$ cat src/rtl/keypad_pkg.sv
// keypad_pkg: shared types, key codes and key map for the 4x4 keypad scanner
package keypad_pkg;

    typedef enum logic [1:0] {IDLE, DEBOUNCE, PRESSED, RELEASE} state_e;

    typedef enum logic [1:0] {NONE, SINGLE, MULTI} scan_e;

    localparam logic [3:0] KEY_BKSP = 4'hE;
    localparam logic [3:0] KEY_CLR  = 4'hF;

    // Entry {row, col}; row0: 1 2 3 A, row1: 4 5 6 B, row2: 7 8 9 C, row3: E 0 F D
    localparam logic [15:0][3:0] KEYMAP = {
        4'hD, 4'hF, 4'h0, 4'hE,
        4'hC, 4'h9, 4'h8, 4'h7,
        4'hB, 4'h6, 4'h5, 4'h4,
        4'hA, 4'h3, 4'h2, 4'h1
    };

    function automatic logic [3:0] keymap(input logic [1:0] r, input logic [1:0] c);
        return KEYMAP[{r, c}];
    endfunction

endpackage

$ cat src/rtl/key_sync.sv
// key_sync: W-bit two-flop synchroniser, resets to all-ones (idle, pulled-up lines)
module key_sync #(
    parameter int W = 4
) (
    input  logic         clk,
    input  logic         rst,
    input  logic [W-1:0] d_i,
    output logic [W-1:0] q_o
);

    logic [W-1:0] s1_q, s2_q;

    // two-stage capture of the asynchronous input
    always_ff @(posedge clk or posedge rst) begin
        if (rst) begin
            s1_q <= '1;
            s2_q <= '1;
        end else begin
            s1_q <= d_i;
            s2_q <= s1_q;
        end
    end

    assign q_o = s2_q;

endmodule

$ cat src/rtl/keypad_scanner.sv
// keypad_scanner: 4x4 keypad scan, debounce, key events with valid/ready and a hex accumulator; KEYPAD_REPEAT_EN adds auto-repeat
module keypad_scanner
    import keypad_pkg::*;
#(
    parameter int SCAN_DIV  = 50000,
    parameter int DEB_SCANS = 4
`ifdef KEYPAD_REPEAT_EN
    , parameter int REPEAT_DELAY = 40
    , parameter int REPEAT_RATE  = 10
`endif
) (
    input  logic        clk,
    input  logic        rst,
    output logic [3:0]  row,
    input  logic [3:0]  col,
    output logic [3:0]  key_code,
    output logic        key_valid,
    input  logic        key_ready,
    output logic        key_held,
    output logic        overrun,
    output logic [31:0] value,
    input  logic        clr
);

    localparam int DW = (SCAN_DIV > 1) ? $clog2(SCAN_DIV) : 1;
    localparam int CW = $clog2(DEB_SCANS + 1);
    localparam logic [CW-1:0] DEB = CW'(DEB_SCANS);
    localparam logic [CW-1:0] ONE = CW'(1);

    logic [3:0]    col_s, low, code_now, hcode_q, cand_q, cand_d, ev_code_q, key_code_q, key_code_d;
    logic [DW-1:0] div_q;
    logic [1:0]    r_q, hits_q, hits_now, cidx;
    logic [CW-1:0] cnt_q, cnt_d, cnt_inc;
    logic [31:0]   value_q, value_d;
    logic          slot_end, scan_end, multi_row, emit_d, ev_q, rep_fire, take;
    logic          key_valid_q, key_valid_d, overrun_q, overrun_d;
    scan_e         cls;
    state_e        state_q, state_d;

    key_sync #(.W(4)) u_col_sync (.clk(clk), .rst(rst), .d_i(col), .q_o(col_s));

    assign low       = ~col_s;
    assign slot_end  = div_q == DW'(SCAN_DIV - 1);
    assign scan_end  = slot_end && r_q == 2'd3;
    assign multi_row = |(low & (low - 4'd1));
    assign cidx      = low[0] ? 2'd0 : low[1] ? 2'd1 : low[2] ? 2'd2 : 2'd3;
    assign hits_now  = multi_row ? 2'd2 : !(|low) ? hits_q : (hits_q == 2'd0) ? 2'd1 : 2'd2;
    assign code_now  = (hits_q == 2'd0) ? keymap(r_q, cidx) : hcode_q;
    assign cls       = (hits_now == 2'd0) ? NONE : (hits_now == 2'd1) ? SINGLE : MULTI;
    assign cnt_inc   = cnt_q + ONE;
    assign row       = ~(4'b0001 << r_q);

    // row slot timer and per-scan tally of low columns (0, 1, or many)
    always_ff @(posedge clk or posedge rst) begin
        if (rst) begin
            div_q   <= '0;
            r_q     <= '0;
            hits_q  <= '0;
            hcode_q <= '0;
        end else begin
            div_q <= slot_end ? '0 : div_q + 1'b1;
            if (slot_end) begin
                r_q     <= r_q + 2'd1;
                hits_q  <= scan_end ? 2'd0 : hits_now;
                hcode_q <= code_now;
            end
        end
    end

`ifdef KEYPAD_REPEAT_EN
    localparam int RW = $clog2(REPEAT_DELAY + REPEAT_RATE + 1);

    logic [RW-1:0] rep_q, rep_d;
    logic          rep_first_q, rep_first_d, rep_hit;

    assign rep_hit = scan_end && state_q == PRESSED && cls == SINGLE && code_now == cand_q;

    // held-scan counter: first repeat after REPEAT_DELAY scans, then every REPEAT_RATE
    always_comb begin
        rep_d       = rep_q;
        rep_first_d = rep_first_q;
        rep_fire    = 1'b0;
        if (state_q != PRESSED) begin
            rep_d       = '0;
            rep_first_d = 1'b0;
        end else if (rep_hit) begin
            rep_fire    = (rep_q + 1'b1) == RW'(rep_first_q ? REPEAT_RATE : REPEAT_DELAY);
            rep_d       = rep_fire ? '0 : rep_q + 1'b1;
            rep_first_d = rep_first_q | rep_fire;
        end
    end

    // repeat counter state
    always_ff @(posedge clk or posedge rst) begin
        if (rst) begin
            rep_q       <= '0;
            rep_first_q <= 1'b0;
        end else begin
            rep_q       <= rep_d;
            rep_first_q <= rep_first_d;
        end
    end
`else
    assign rep_fire = 1'b0;
`endif

    // FSM state, candidate key and debounce count
    always_ff @(posedge clk or posedge rst) begin
        if (rst) begin
            state_q <= IDLE;
            cand_q  <= '0;
            cnt_q   <= '0;
        end else begin
            state_q <= state_d;
            cand_q  <= cand_d;
            cnt_q   <= cnt_d;
        end
    end

    // FSM next state, advanced only on a classified scan
    always_comb begin
        state_d = state_q;
        cand_d  = cand_q;
        cnt_d   = cnt_q;
        emit_d  = 1'b0;
        if (scan_end) begin
            unique case (state_q)
                IDLE: if (cls == SINGLE) begin
                    cand_d  = code_now;
                    cnt_d   = ONE;
                    state_d = (DEB_SCANS == 1) ? PRESSED : DEBOUNCE;
                    emit_d  = DEB_SCANS == 1;
                end
                DEBOUNCE: if (cls == SINGLE && code_now == cand_q) begin
                    cnt_d   = cnt_inc;
                    state_d = (cnt_inc == DEB) ? PRESSED : DEBOUNCE;
                    emit_d  = cnt_inc == DEB;
                end else begin
                    state_d = IDLE;
                end
                PRESSED: if (cls == NONE) begin
                    cnt_d   = ONE;
                    state_d = (DEB_SCANS == 1) ? IDLE : RELEASE;
                end else begin
                    emit_d  = rep_fire;
                end
                RELEASE: if (cls == NONE) begin
                    cnt_d   = cnt_inc;
                    state_d = (cnt_inc == DEB) ? IDLE : RELEASE;
                end else if (cls == SINGLE) begin
                    state_d = (code_now == cand_q) ? PRESSED : DEBOUNCE;
                    cand_d  = code_now;
                    cnt_d   = (code_now == cand_q) ? cnt_q : ONE;
                end
                default: state_d = IDLE;
            endcase
        end
    end

    // FSM outputs
    always_comb begin
        key_held = state_q == PRESSED || state_q == RELEASE;
    end

    // event delivery: a pending unaccepted event blocks new ones, which are dropped and flagged
    always_comb begin
        take        = ev_q && (!key_valid_q || key_ready);
        key_valid_d = take ? 1'b1 : key_ready ? 1'b0 : key_valid_q;
        key_code_d  = take ? ev_code_q : key_code_q;
        overrun_d   = clr ? 1'b0 : (ev_q && !take) ? 1'b1 : overrun_q;
        value_d     = clr ? 32'd0 : !ev_q ? value_q :
                      (ev_code_q == KEY_CLR) ? 32'd0 :
                      (ev_code_q == KEY_BKSP) ? value_q >> 4 : {value_q[27:0], ev_code_q};
    end

    // event pipeline stage, handshake and accumulator registers
    always_ff @(posedge clk or posedge rst) begin
        if (rst) begin
            ev_q        <= 1'b0;
            ev_code_q   <= '0;
            key_valid_q <= 1'b0;
            key_code_q  <= '0;
            overrun_q   <= 1'b0;
            value_q     <= '0;
        end else begin
            ev_q        <= emit_d;
            ev_code_q   <= cand_d;
            key_valid_q <= key_valid_d;
            key_code_q  <= key_code_d;
            overrun_q   <= overrun_d;
            value_q     <= value_d;
        end
    end

    assign key_code  = key_code_q;
    assign key_valid = key_valid_q;
    assign overrun   = overrun_q;
    assign value     = value_q;

endmodule
$ cat config.mk
export PLATFORM = sky130hd
export DESIGN_NAME = keypad_scanner
export DESIGN_NICKNAME = d
export VERILOG_FILES = /design/src/rtl/keypad_pkg.sv /design/src/rtl/key_sync.sv /design/src/rtl/keypad_scanner.sv
export SDC_FILE = /design/constraint.sdc
export NUM_CORES = 1
export LEC_CHECK = 0
export CAP_MARGIN = 10
export CORE_ASPECT_RATIO = 0.75
export CORE_MARGIN = 2
export CORE_UTILIZATION = 56
export DETAILED_ROUTE_END_ITERATION = 12
export GPL_ROUTABILITY_DRIVEN = 0
export HOLD_SLACK_MARGIN = 0.02
export PLACE_DENSITY = 0.86
export SYNTH_ARGS = -nofsm -noshare
export SYNTH_HDL_FRONTEND = slang
export SYNTH_SLANG_ARGS = --single-unit
$ cat constraint.sdc
create_clock -name clk -period 3.8 [get_ports clk]
set_input_delay 0.76 -clock clk [delete_from_list [all_inputs] [get_ports clk]]
set_output_delay 0.76 -clock clk [all_outputs]
set_load 0.05 [all_outputs]
=== Yosys cells after proc, flatten, opt, wreduce, memory -nomap -nowiden ===
Memories as Yosys holds them, arrays and structs flattened.
Cells that the tools add are included.

* Logic and storage cells: 104
* Register bits: 80
* ROM bits: 64
* Memories kept: 1

{| class="wikitable"
|+ Memories
! name !! words !! bits a word !! read ports !! clocked after Yosys merged registers in !! wr ports !! line !! RTL
|-
| (name not given) || 16 || 4 || 1 || 0 || 0 || keypad_pkg.sv:20 || <nowiki>return KEYMAP[{r, c}];</nowiki>
|}

* Reduce and logical (&&, ||, !) cells: 21
* $add $sub $neg: 4
* Equality and inequality tests: 17
* Bitwise gates (word level): 3
* $lt $le $gt $ge: 1
* Muxes and demuxes: 42
* Shift-type cells: 1

{| class="wikitable"
|+ Operator list
! operator !! number
|-
| $mux W32 || 4
|-
| $mux W2 || 16
|-
| $mux W3 || 6
|-
| $add A16 B1 Y16 const B || 1
|-
| $eq A16 B16 Y1 const B || 1
|-
| $mux W16 || 1
|-
| $mux W4 || 4
|-
| $pmux W3 S4 || 1
|-
| $eq A4 B4 Y1 const B || 2
|-
| $logic_not A2 Y1 || 4
|-
| $mux W1 || 8
|-
| $ne A2 B2 Y1 const B || 4
|-
| $not A4 Y4 || 2
|-
| $pmux W2 S4 || 1
|-
| $pmux W4 S2 || 1
|-
| $reduce_bool A2 Y1 || 4
|-
| $reduce_or A4 Y1 || 2
|-
| $eq A2 B1 Y1 const B || 3
|-
| $eq A2 B2 Y1 const B || 3
|-
| $ne A3 B3 Y1 const B || 2
|-
| $reduce_and A6 Y1 || 1
|-
| $lt A4 B5 Y1 const B || 1
|-
| $and A4 B4 Y4 || 1
|-
| $eq A4 B4 Y1 || 1
|-
| 10 further kinds || 15
|}

=== Depth between registers and ports, before layout ===
Gate-level depths: netlist of run 1.

* Word-level depth: 13
* Gate-level depth with buffers: 12
* Mapped depth without buffers: 11

=== Cells and area by module ===
Synthesis of run 1 repeated with hierarchy kept, for this count alone.

* Cell total of the unflattened synthesis: 465
* Area, all modules: 4361.7 µm²

{| class="wikitable"
|+ Modules (own cells, without submodules)
! module !! sequential area each (µm²) !! times used !! cells each !! area an instance (µm²)
|-
| keypad_scanner || 1801.7 || 1 || 456 || 4147.7
|-
| key_sync || 210.2 || 1 || 9 || 214.0
|}

=== Worst setup path before layout of run 1 ===
No wires, ideal clock.

* Kind: flip-flop to flip-flop
* From: reg u_col_sync.s2_q[0], in the netlist u_col_sync.q_o[0]
* To: reg cnt_q[1]
* Arrival: 2.883 ns
* Slack: 0.790 ns
* Library setup time: 0.128 ns
* Stages on the path, launching flop included: 12
* Path buffers: 2
* Cell sequence: dfstp_2 buf_2 clkbuf_1 and2_1 ha_1 or4b_1 o211ai_1 a2111oi_2 nand2_1 a2111o_1 o22ai_2 mux2_1

* Longest elaborated chain between the ends: 12
* Elaborated cells on any way between the ends: 27

{| class="wikitable"
|+ Ends and longest elaborated chain
! what !! line !! RTL
|-
| start, declared || key_sync.sv:11 || <nowiki>logic [W-1:0] s1_q, s2_q;</nowiki>
|-
| start signal, assigned || key_sync.sv:20 || <nowiki>s2_q <= s1_q;</nowiki>
|-
| $not A4 Y4 * || keypad_scanner.sv:42 || <nowiki>assign low = ~col_s;</nowiki>
|-
| $sub A4 B1 Y4 || keypad_scanner.sv:45 || <nowiki>assign multi_row = |(low & (low - 4'd1));</nowiki>
|-
| $and A4 B4 Y4 || keypad_scanner.sv:45 ||
|-
| $reduce_or A4 Y1 || keypad_scanner.sv:45 ||
|-
| $mux W2 || keypad_scanner.sv:47 || <nowiki>assign hits_now = multi_row ? 2'd2 : !(|low) ? hits_q : (hits_q == 2'd0) ? 2'd1 : 2'd2;</nowiki>
|-
| $eq A2 B1 Y1 || keypad_scanner.sv:49 || <nowiki>assign cls = (hits_now == 2'd0) ? NONE : (hits_now == 2'd1) ? SINGLE : MULTI;</nowiki>
|-
| $mux W2 (2 in a row) || keypad_scanner.sv:49 ||
|-
| $eq A2 B1 Y1 || keypad_scanner.sv:128, keypad_scanner.sv:134, keypad_scanner.sv:150 ||
|-
| $logic_and A1 B1 Y1 || keypad_scanner.sv:134 || <nowiki>DEBOUNCE: if (cls == SINGLE && code_now == cand_q) begin</nowiki>
|-
| $ne A2 B2 Y1 (no source line) || - ||
|-
| $reduce_and A6 Y1 (no source line) || - ||
|-
| end signal, assigned || keypad_scanner.sv:116 || <nowiki>cnt_q <= cnt_d;</nowiki>
|-
| end, declared || keypad_scanner.sv:33 || <nowiki>logic [CW-1:0] cnt_q, cnt_d, cnt_inc;</nowiki>
|}

Every way passes the cells marked *; elsewhere a longest branch is shown, timed or not. The select of a mux whose other input is x is not followed.
A chain may end at the register's enable or synchronous reset.

=== Worst setup path after layout of run 1 ===
* From: reg u_col_sync.s2_q[1], in the netlist u_col_sync.q_o[1]
* To: reg cnt_q[1]

The elaborated chain is that of the path after synthesis.

==> impl_results.md, run 1 <==
- # rows: 27
- CTS H-tree lvls: 3
- Die Wd: 105 um
- Ys Warns: 0
- Starting Density: 58.4%
- Status: finished clean
- DP Area: 4880 sq um
- Num CTS Buffers: 9
- Max-Cap Viols: 0
- Fin nets: 504
- Startpoint types: register
- Routed via count: 3468
- Core area: 7400 sq um
- Final Hold Fails: 0
- Port-buffer cells: 50
- Via-per-instance ratio: 5.86
- Fin cells: 592
- Finished Cell Area: 5110 sq um
- Syn Inst Count: 454
- Clk sinks: 80
- Initial antenna violation count: 0
- Area Growth Syn to Fin: 18.3%
- Min cycle time layout: 3.09 ns
- Layout cells sized above 1: 9.98%
- Area of the mapped netlist: 4320 sq um
- WL final: 9430 um
- Syn avg cell area: 9.51 sq um
- Diode count: 0
- Worst Skew: 0.00936 ns
- EDFF count, synth: 0
- Buffer count from post-CTS setup fixing: 0
- Critical Path RT: 4.04 ns
- Min-Delay Path Class: register to register
- CTS resizes: 0
- Syn Nets: 472
- Ys async rst share: 100%
- Die area: 8440 sq um
- Leakage power: 2.08 nW
- Power per cell area: 322 nW/um^2
- Drt pass-1 iters: 4
- Slowest stage delay, CP: 0.67 ns
- Setup violations, final: 0
- Vias in the first global route: 3212
- Max frequency: 0.323 GHz
- Die height: 80.1 um
- Crit path cell chain: nand2b_1 -> nand2_1 -> inv_1 -> ha_1 -> nand2b_1 -> o211ai_1 -> a2111oi_2 -> nand2_1 -> a2111o_1 -> o22ai_2 -> mux2_1
- Worst-Skew Late Latency: 0.35 ns
- Clk root buf: clkbuf_8
- Total GRT Usage: 23.8%
- CP max stage cell: dfstp_2
- Clock slew at reported path FFs: 0.08 ns
- Max Buffers Root-to-Sink: 2
- WS Path Type: register to register
- RSZ-0062 raised after global routing: false
- Final worst path period share: 81.4%
- GRT overflow: 0
- Drt wl/cell: 15.9 um
- Seq/Total Area, Yosys: 46.6%
- Slew @ Worst Pin: 1.04 ns
- Buffers and inverters on the worst path: 1
- First-pass GRT wire length: 15900 um
- Rel. slew slack: 30.8%
- Most frequent cells in the layout: dfrtp_1, clkdlybuf4s50_1, nor2_1, a21oi_1, nand2_1
- Antenna Nets Post-Route: 0
- TritonCTS clock tree: built
- Placed cell count: 576
- CP endpoint kind: register
- Overall power: 1.64 mW
- Commonest non-fill, non-tap cell in the layout: dfrtp_1
- Pins Over Slew Limit: 0
- Post-synth top flop: dfrtp_1
- VDD IR max: 0.204 mV
- CP top delay family: compound AO/OA/AOI/OAI gates
- Top cell type's share of synthesized area: 41.7%
- Initial DRC Count: 253
- CP Max Fanout: 15
- Residual DRC: 0
- Filler cells: 552
- Post-synthesis register bit count: 80
- Top post-synthesis cells by area: dfrtp_1, dfstp_2, a211oi_1, a21oi_1, nor3b_1
- Post-synth top area cell: dfrtp_1
- Synth unique cells: 56
- Setup_tns: 0 ns
- WP data arrival: 3.33 ns
- Ports: 51
- Hold Buf Count CTS: 0
- Largest net degree at the start of global routing: 68
- Detailed placer's ending HPWL: 6370 um
-- routing by layer --
| layer | track usage [%] | part of all wire [%] | vias up |
|---|---|---|---|
| met1 | 34.8 | 48 | 1686 |
| met5 | 0 | 0 | - |
| met3 | 5.19 | 5.0 | 7 |
| met4 | 7.47 | 0.87 | 0 |
| met2 | 35.4 | 46 | 103 |
| li1 | - | - | 1672 |
-- layout make-up --
| cell class | instances | area (sq um) | share of cell area, % |
|---|---|---|---|
| multi-input combinational | 323 | 2110 | 41.4 |
| clock buffer | 12 | 155 | 3.04 |
| inverter | 15 | 56.3 | 1.10 |
| sequential | 80 | 2010 | 39.4 |
| clock inverter | 4 | 76.3 | 1.49 |
| tap | 101 | 126 | 2.47 |
| timing repair buffer | 57 | 566 | 11.1 |
-- cell families after synthesis --
group | count (synthesis) | share of synthesized area (%)
flip-flops | 80 | 46.6
adder cells (fa/ha/maj) | 11 | 3.13
XOR/XNOR | 23 | 4.66
AO/OA/AOI/OAI | 112 | 17.1
AND/OR/NAND/NOR | 165 | 20.9
multiplexers | 12 | 3.10
buffers and inverters | 51 | 4.58
-- stage by stage --
stage	hold WS (ns)	utilization (%)	setup slack, ns
2_1_floorplan	0.345	-	0.790
3_3_place_gp	0.346	65.9	0.851
5_1_grt	0.366	69.0	0.461
6_report	0.361	69.0	0.708
4_1_cts	0.361	69.0	0.712
3_5_place_dp	0.350	65.9	0.735
-- Yosys cell counts (10+ instances only) --
cell       n
xnor2_1   10
inv_1     15
nand3_1   20
o21ai_0   16
nor3b_1   26
a21oi_1   39
ha_1      10
xor2_1    13
dfrtp_1   72
nand2_1   28
nand2b_1  15
nor2_1    44
clkbuf_1  29
a211oi_1  27
-- worst paths after layout --
path	startpoint	end	slack [ns]	cells past startpoint
min in group asynchronous	rst	div_q[14]	0.80	2
setup reg to reg	u_col_sync.q_o[1]	cnt_q[1]	0.71	11
hold / removal	u_col_sync.s1_q[1]	u_col_sync.q_o[1]	0.36	0
hold reg to reg	u_col_sync.s1_q[1]	u_col_sync.q_o[1]	0.36	0
max in group asynchronous	rst	u_col_sync.q_o[0]	2.33	3
setup / recovery	u_col_sync.q_o[1]	cnt_q[1]	0.71	11
-- sequential cells by signal, summed over array words and instances, names as in the netlist --
signal / cells
u_col_sync.q_o: 4
overrun: 1
div_q: 16
key_code: 4
hits_q: 2
value: 32
r_q: 2
ev_q: 1
u_col_sync.s1_q: 4
ev_code_q: 4
hcode_q: 4
key_valid: 1
cnt_q: 3
state_q: 2
-- where the power goes --
group          leakage, nW  internal [mW]  total, mW  switching (mW)
logic                0.889         0.0229     0.0621          0.0393
registers             1.07          0.859      0.866         0.00735
clock network        0.113          0.407      0.716           0.308
total                 2.08           1.29       1.64           0.355
Note: power is estimated with default switching activity, not from simulation.
==> run 2, diff against run 1 <==
clock period = 3.2 ns   (was 3.8 ns; I/O delays follow)
==> run 2 against run 1 <==
  * Critical path depth stayed put
  * Sequential cell count stayed put
  * Worst setup slack worse by 0.49 ns
  * First-iteration DRC count is 18% higher
  * Maximum frequency is 3.6% higher
  * Sequential share of layout area hardly changed
  * Clock power is 1% lower
  * Wire length is 0.36% higher
  * Critical endpoint unchanged
==> impl_results.md, run 2 (synthesis gave the netlist of run 1 again) <==
- TritonCTS clock tree: built
- Crit path cell chain: nand2b_1 -> nand2_1 -> inv_1 -> ha_1 -> or4b_1 -> o211ai_1 -> a2111oi_4 -> nand2_1 -> a2111o_1 -> o22ai_2 -> mux2_1
- Reg-to-Reg End: cnt_q[1]
- Slowest stage delay, CP: 0.61 ns (-0.06 ns)
- WS Path Type: register to register
- Min-Delay Path Class: register to register
- # rows: 27 (unchanged)
- Max frequency: 0.335 GHz (+3.6%)
- Worst Hold Launch: u_col_sync.s1_q[0]
- Startpoint types: register
- Commonest non-fill, non-tap cell in the layout: dfrtp_1
- R2r startpoint: u_col_sync.q_o[2]
- Rel. slew slack: 50.5% (+20 points)
- WL final: 9460 um (+0.36%)
- Min cycle time layout: 2.98 ns (-0.108 ns)
- Vias in the first global route: 3142 (-2.2%)
- Num CTS Buffers: 9 (unchanged)
- Final worst path period share: 93.3% (+12 points)
- Worst-Skew Late Latency: 0.36 ns (about the same)
- Clock slew at reported path FFs: 0.09 ns (about the same)
- CP Max Fanout: 8 (-7)
- Max Buffers Root-to-Sink: 2 (unchanged)
- Port-buffer cells: 50 (unchanged)
- Reg2reg path depth: 11 (unchanged)
- Pint: 1.34 mW (+4.2%)
- Reg-to-reg slack, setup: 0.22 ns (-0.49 ns)
- Worst Skew: 0.0150 ns (+0.00561 ns)
- Leakage power: 2.07 nW (-0.22%)
- Routed via count: 3533 (+1.9%)
- Most frequent cells in the layout: dfrtp_1, clkdlybuf4s50_1, nor2_1, a21oi_1, nand2_1
- Clock share of power: 39.0% (-4.5 points)
- Highest metal used: met4
- Power per cell area: 355 nW/um^2 (+10%)
- Met2 Wirelength: 4270 um (-2.0%)
- Gate power share: 4.3% (+0.5 points)
- Diode count: 0 (unchanged)
- Metal3 WL: 472 um (unchanged)
- Max-Cap Viols: 0 (unchanged)
- Sequential power share: 56.7% (+4.0 points)
- Antenna Nets Post-Route: 0 (unchanged)
- GRT overflow: 0 (unchanged)
- CTS H-tree lvls: 3 (unchanged)
- Clk root buf: clkbuf_8
- Starting Density: 58.4% (unchanged)
- Critical Path RT: 3.45 ns (-0.59 ns)
- Setup_tns: 0 ns (unchanged)
- Most frequent cell on the critical path: nand2_1
- WP data arrival: 3.23 ns (-0.10 ns)
- Die area: 8440 sq um (unchanged)
- Setup violations, final: 0 (unchanged)
- Filler cells: 563 (+2.0%)
- Pins Over Slew Limit: 0 (unchanged)
- Drt pass-1 iters: 5 (+1)
- Residual DRC: 0 (unchanged)
- Drt wl/cell: 15.9 um (-0.31%)
- Sw power: 0.468 mW (+32%)
- Initial DRC Count: 298 (+18%)
- Fin nets: 508 (+0.79%)
- Slew @ Worst Pin: 0.742 ns (-0.297 ns)
- Layout cells sized above 1: 10.9% (+0.93 points)
- Area Growth Syn to Fin: 18.1% (about the same)
- VDD IR max: 0.298 mV (+46%)
- Core area: 7400 sq um (unchanged)
- Ports: 51 (unchanged)
- First-pass GRT wire length: 15800 um (-0.13%)
- Clk sinks: 80 (unchanged)
- Die Wd: 105 um (unchanged)
- CP endpoint kind: register
- Initial antenna violation count: 0 (unchanged)
- Setup Slack @ Placement: 0.158 ns (-0.577 ns)
- Crit path to: cnt_q[1]
- Detailed placer's ending HPWL: 6420 um (+0.80%)
- CP max stage cell: dfstp_2
- Worst setup margin: 0.216 ns (-0.492 ns)
- Die height: 80.1 um (unchanged)
- Status: finished clean
- Max FFs per register: 32 (unchanged)
- Via-per-instance ratio: 5.93 (+1.2%)
- M1 wire length: 4600 um (+1.8%)
- Total GRT Usage: 23.8% (about the same)
- Final Hold Fails: 0 (unchanged)
- Sw Ratio: 25.8% (+4.2 points)
- Largest net degree at the start of global routing: 58 (-15%)
- Crit path from: u_col_sync.q_o[2]
- Hold Buf Count CTS: 0 (unchanged)
- RSZ-0062 raised after global routing: false
-- run 2: repair_timing --
action | in CTS | in global routing
setup endpoints to repair | 0 | 1
buffers inserted | 0 | 2
gates resized for setup | 0 | 1
-- run 2: worst max-delay path: cells and delay by family (launching register included) --
kind / cells / cell delay (ns)
AOI/OAI and AO/OA: 4 / 1.18
DFF: 1 / 0.61
and+or+nand+nor: 4 / 0.48
muxes: 1 / 0.34
adders and majority gates: 1 / 0.16
buffers and inverters: 1 / 0.10
-- run 2: layout make-up --
class,instances,area [sq um],area share [%]
Inverter,15,56.3,1.10
Clock buffer,9,124,2.43
Multi-Input combinational cell,323,2130,41.7
Clock inverter,7,60.1,1.18
Tap cell,101,126,2.48
Timing Repair Buffer,61,596,11.7
Sequential cell,80,2010,39.5
-- run 2: stage by stage --
step / util, % / cell area [sq um] / total power, mW / hold WS [ns] / std cells
6_report: 69.0 / 5100 / 1.81 / 0.358 / 596
3_3_place_gp: 66.1 / 4890 / 1.12 / 0.346 / 578
2_1_floorplan: - / 4320 / 1.10 / 0.345 / 454
3_5_place_dp: 66.1 / 4890 / 1.12 / 0.347 / 578
4_1_cts: 68.6 / 5070 / 1.82 / 0.359 / 594
5_1_grt: 69.0 / 5100 / 1.88 / 0.367 / 596
-- run 2: how the worst min path moves through the flow --
stage | end | cells past startpoint
after floorplan | u_col_sync.q_o[0] | 0
after global placement | u_col_sync.q_o[3] | 0
after detailed placement | u_col_sync.q_o[0] | 0
after CTS | u_col_sync.q_o[0] | 0
after global routing | u_col_sync.q_o[1] | 0
final | u_col_sync.q_o[0] | 0
-- run 2: power groups by stage --
stage,Combinational (mW),Sequential (mW),Clock [mW]
after floorplan,0.0557,1.04,0
after CTS,0.0740,1.03,0.723
after global placement,0.0713,1.05,0
after detailed placement,0.0739,1.05,0
final,0.0773,1.03,0.706
after global routing,0.0879,1.03,0.764
-- run 2: layer usage --
layer | vias to the layer above | global-route usage, %
li1 | 1677 | -
met1 | 1742 | 36.6
met2 | 99 | 33.8
met3 | 15 | 4.63
met4 | 0 | 7.07
met5 | - | 0
